## src/rtl/mem_port_arbiter.sv

```systemverilog
// mem_port_arbiter: shares one 32-bit memory backend between a 4-beat big-endian line fetch port and a data port.
module mem_port_arbiter #(
  parameter int ADDR_WIDTH   = 32,
  parameter int STARVE_LIMIT = 4
) (
  input  logic                  clk,
  input  logic                  rst,
  input  logic [ADDR_WIDTH-1:0] if_addr,
  input  logic                  if_req,
  output logic [127:0]          if_rdata,
  output logic                  if_ack,
  input  logic [ADDR_WIDTH-1:0] data_addr,
  input  logic [31:0]           data_wdata,
  input  logic [1:0]            data_size,
  input  logic                  data_we,
  input  logic                  data_req,
  output logic [31:0]           data_rdata,
  output logic                  data_ack,
  output logic [ADDR_WIDTH-1:0] mem_addr,
  output logic [31:0]           mem_wdata,
  output logic [1:0]            mem_size,
  output logic                  mem_we,
  output logic                  mem_req,
  input  logic [31:0]           mem_rdata,
  input  logic                  mem_ack,
  output logic                  busy
);
  typedef enum logic [2:0] {IDLE, DATA, FETCH, RESP_D, RESP_I, DRAIN} state_t;
  state_t      state;
  logic [1:0]  beat;
  logic [3:0]  starve;
  logic        starved;
  logic [6:0]  lane;
  assign starved = if_req && (starve == 4'(STARVE_LIMIT));
  assign lane    = {~beat, 5'b0};
  assign busy    = state != IDLE;
  always_ff @(posedge clk) begin
    if (rst) begin
      state      <= IDLE;
      beat       <= '0;
      starve     <= '0;
      mem_addr   <= '0;
      mem_wdata  <= '0;
      mem_size   <= '0;
      mem_we     <= 1'b0;
      mem_req    <= 1'b0;
      if_rdata   <= '0;
      data_rdata <= '0;
      if_ack     <= 1'b0;
      data_ack   <= 1'b0;
    end else begin
      case (state)
        IDLE:
          if (data_req && !starved) begin
            state     <= DATA;
            mem_req   <= 1'b1;
            mem_addr  <= data_addr;
            mem_wdata <= data_wdata;
            mem_size  <= data_size;
            mem_we    <= data_we;
            starve    <= if_req ? starve + 4'd1 : 4'd0;
          end else if (if_req) begin
            state    <= FETCH;
            beat     <= '0;
            mem_req  <= 1'b1;
            mem_addr <= if_addr;
            mem_size <= 2'b10;
            mem_we   <= 1'b0;
            starve   <= '0;
          end else
            starve <= '0;
        DATA:
          if (mem_ack) begin
            data_rdata <= mem_rdata;
            mem_req    <= 1'b0;
            mem_we     <= 1'b0;
            data_ack   <= 1'b1;
            state      <= RESP_D;
          end
        RESP_D: begin
          data_ack <= 1'b0;
          state    <= IDLE;
        end
        FETCH:
          // a dropped if_req abandons the burst; an ack already here needs no drain
          if (!if_req) begin
            if (mem_ack) begin
              mem_req <= 1'b0;
              state   <= IDLE;
            end else
              state <= DRAIN;
          end else if (mem_ack) begin
            if_rdata[lane +: 32] <= mem_rdata;
            if (beat == 2'd3) begin
              mem_req <= 1'b0;
              if_ack  <= 1'b1;
              state   <= RESP_I;
            end else begin
              beat     <= beat + 2'd1;
              mem_addr <= if_addr + ADDR_WIDTH'({beat + 2'd1, 2'b00});
            end
          end
        RESP_I: begin
          if_ack <= 1'b0;
          state  <= IDLE;
        end
        DRAIN:
          if (mem_ack) begin
            mem_req <= 1'b0;
            state   <= IDLE;
          end
        default: state <= IDLE;
      endcase
    end
  end
endmodule

```

## config.mk

```make
export PLATFORM = sky130hd
export DESIGN_NAME = mem_port_arbiter
export DESIGN_NICKNAME = d
export VERILOG_FILES = /design/src/rtl/mem_port_arbiter.sv
export SDC_FILE = /design/constraint.sdc
export NUM_CORES = 1
export LEC_CHECK = 0
export ABC_AREA = 1
export CORE_UTILIZATION = 42
export DETAILED_ROUTE_END_ITERATION = 8
export GPL_TIMING_DRIVEN = 0
export PLACE_DENSITY = 0.77
export SYNTH_ARGS = -nofsm -noshare
export SYNTH_HDL_FRONTEND = slang
export SYNTH_SLANG_ARGS = --single-unit
```

## constraint.sdc

```tcl
create_clock -name clk -period 2.27 [get_ports clk]
set_clock_uncertainty 0.15 [all_clocks]
set_input_delay 0.454 -clock clk [delete_from_list [all_inputs] [get_ports clk]]
set_output_delay 0.454 -clock clk [all_outputs]
set_load 0.01 [all_outputs]
```

==> impl_metrics.toml <==
[floorplan]
core_mm2 = 0.02540
pin_count = 367
die_h_um = 163.7
fp.dieW_um = 163.7
start_util = 0.4322
num_rows = 58
die-area_mm2 = 0.02679

[cells_and_area]
final_cell_mix = "clkdlybuf4s50_1 (362), nand2_1 (330), nor2_1 (237)"
insertedDiodeCount = 0
syn_to_final_growth_pct = 48.04
layout_commonest_cell = "clkdlybuf4s50_1"
drive_gt1_frac = 0.08363
stdcell_area_mm2 = 0.01625
fin_nets = 2111

[yosys]
yosys.area_share.simple = 0.3207
synth-seq-area-share = 0.4358
synth_edf_count = 0
synth_top_family_by_area = "simple AND/OR/NAND/NOR gates"
synthMuxAreaShare = 0
syn_area_mm2 = 0.01098
synthFlopType = "dfxtp_1"
synth_fa_ha_area_frac = 0.01208
yosysWarningCount = 0
synth-compound-area-share = 0.1367
synth_xor_area_frac = 0.003191
synth_cell_types = 37
ys_seq_elements = 239
async_reset_ff_frac = 0
netlist_instances = 1564
synth_area_per_cell_um2 = 7.019
synth_fp_nets = 1710

[critical_path]
cp.required_ns = 1.67
cp-start-kind = "flip-flop"
cp_max_fo = 7
r2r-end = "if_rdata[82]"
rrSetupSlack_ns = 0.08
critPathCaptureType = "primary output"
slowest_delay_ns = 0.39
crit_arrival_ns = 1.60
cpMaxStageDelayCell = "dfxtp_1"
rr_worst_depth = 8
path_class = "reg2out"
path_cells = "inv_1 -> nand2_1 -> nor2_4 -> inv_4 -> clkdlybuf4s15_2"
startpoint = "state[1]"
timing.rr.start = "beat[0]"

[placed_design]
placed_area_mm2 = 0.01505
finalWeightedCongestion = 0.9326
post-dp-hpwl_um = 32360
dp_worst_setup_slack_ns = -0.5012
io_buffers = 363

[timing]
slew_headroom = 0.5149
tns_ns = 0
rsz0062_at_grt = "true"
max_freq_mhz = 454.7
slew_violations = 0
fin_crit_sh = 0.9688
fin_crit_ns = 2.199
finalSetupViolCount = 0
tightestPinTransition_ns = 0.7277
hold_violations = 0
fin_ws_ns = 0.07083
hold_slack_ns = 0.1620

[clocking]
cts_buffer_depth = 3
post_cts_hold_buffer_count = 0
path_clk_slew_ns = 0.06
cts_tree = "done"
cts_sinks = 239
cts-root-buf = "clkbuf_16"
insertion_delay_ns = 0.53
h-tree-depth = 1
cts_buffers = 26

[worst_hold_path]
hold_start = "if_req"
hold_end = "starve[0]"
hold_path_depth = 3
hp-class = "in2reg"

[global_route]
grt_pass1_vias = 11780
grt_pass1_wl_um = 65000
grt-ovfl-total = 0
grt_max_degree = 15
track_usage = 0.3117
antenna_found_initial = 0

[drt]
routed_wl_um = 43330
viasPerCell = 5.457
drt_pre_antenna_iters = 6
wl_per_cell_um = 18.72
drtIter0Drc = 1232
drc = 0
vias = 12630
antenna_left = 0

[power_and_ir_drop]
p_total_mw = 16.51
power_density_mw_per_mm2 = 1016
ir_drop_mv = 0.6420
power.leakage_nw = 6.384

[flow_run]
cap_violations = 0

[outcome]
status = "finished clean"
[cell families after synthesis]
| logic type | count (synthesis) |
|---|---|
| compound gates | 292 |
| simple gates | 796 |
| xor+xnor | 4 |
| buf+inv | 223 |
| fa+ha+maj | 10 |
| flops | 239 |
[timing repair]
| action | in CTS | in global routing |
|---|---|---|
| buffers inserted | 3 | 6 |
| endpoints found under the setup margin | 110 | 97 |
| endpoints found under the hold margin | 0 | 0 |
| pin swaps | 3 | 14 |
| gates resized for setup | 30 | 33 |
| gates cloned | 1 | 0 |
[sequential cells by signal, summed over array words and instances (netlist names)]
register	cells
beat	2
data_ack	1
data_rdata	32
if_ack	1
if_rdata	128
mem_addr	32
mem_req	1
mem_size	2
mem_wdata	32
mem_we	1
starve	4
state	3
[power by group]
group          switching (mW)  total [mW]  internal, mW
sequential              0.383        5.25          4.87
clock                    1.79        4.52          2.73
combinational            4.12        6.74          2.62
[layer usage]
layer,global-route usage,vias up,wire (µm)
li1,-,5980,-
met1,0.4019,5955,17890
met2,0.5019,598,19730
met3,0.07085,100,4030
met4,0.1237,0,1685
met5,0,-,0
[how the worst max path moves through the flow]
stage,slack [ns],to,cells past startpoint
CTS,0.01,mem_addr[9],13
floorplan,0.04,mem_addr[8],11
detailed placement,-0.50,if_rdata[87],8
global route,-0.01,mem_addr[18],11
global placement,-0.46,if_rdata[87],8
finish,0.07,busy,5
[synthesized netlist by cell type (14+ instances only)]
library cell | instances | area, µm²
a21oi_1 | 179 | 895.9
nand3b_1 | 15 | 112.6
nand2_1 | 336 | 1261
dfxtp_1 | 239 | 4785
nand3_1 | 60 | 300.3
buf_6 | 14 | 157.7
nor2_1 | 246 | 923.4
nand4_1 | 118 | 738.2
o21ai_0 | 94 | 470.5
buf_2 | 25 | 125.1
clkbuf_1 | 59 | 221.5
inv_1 | 103 | 386.6
[through the flow]
| stage | util | instances |
|---|---|---|
| finish | 0.6399 | 2315 |
| global route | 0.6399 | 2315 |
| CTS | 0.6334 | 2309 |
| detailed placement | 0.5926 | 2257 |
| global placement | 0.5926 | 2257 |
| floorplan | - | 1564 |
[cell type report]
cell class / count / area (µm²)
fill: 2268 / 9148
multi-input combinational: 1103 / 5384
sequential: 239 / 4788
timing repair buffer: 372 / 3715
clock buffer: 37 / 742.0
buffer: 109 / 590.6
inverter: 114 / 449.2
tap: 330 / 412.9
clock inverter: 11 / 170.2
[critical path: cells and delay by family (launching register included)]
kind / cells / cell delay, ns
buf+inv: 3 / 0.46
flops: 1 / 0.39
simple gates: 2 / 0.21
Note: power is estimated with default switching activity, not from simulation.
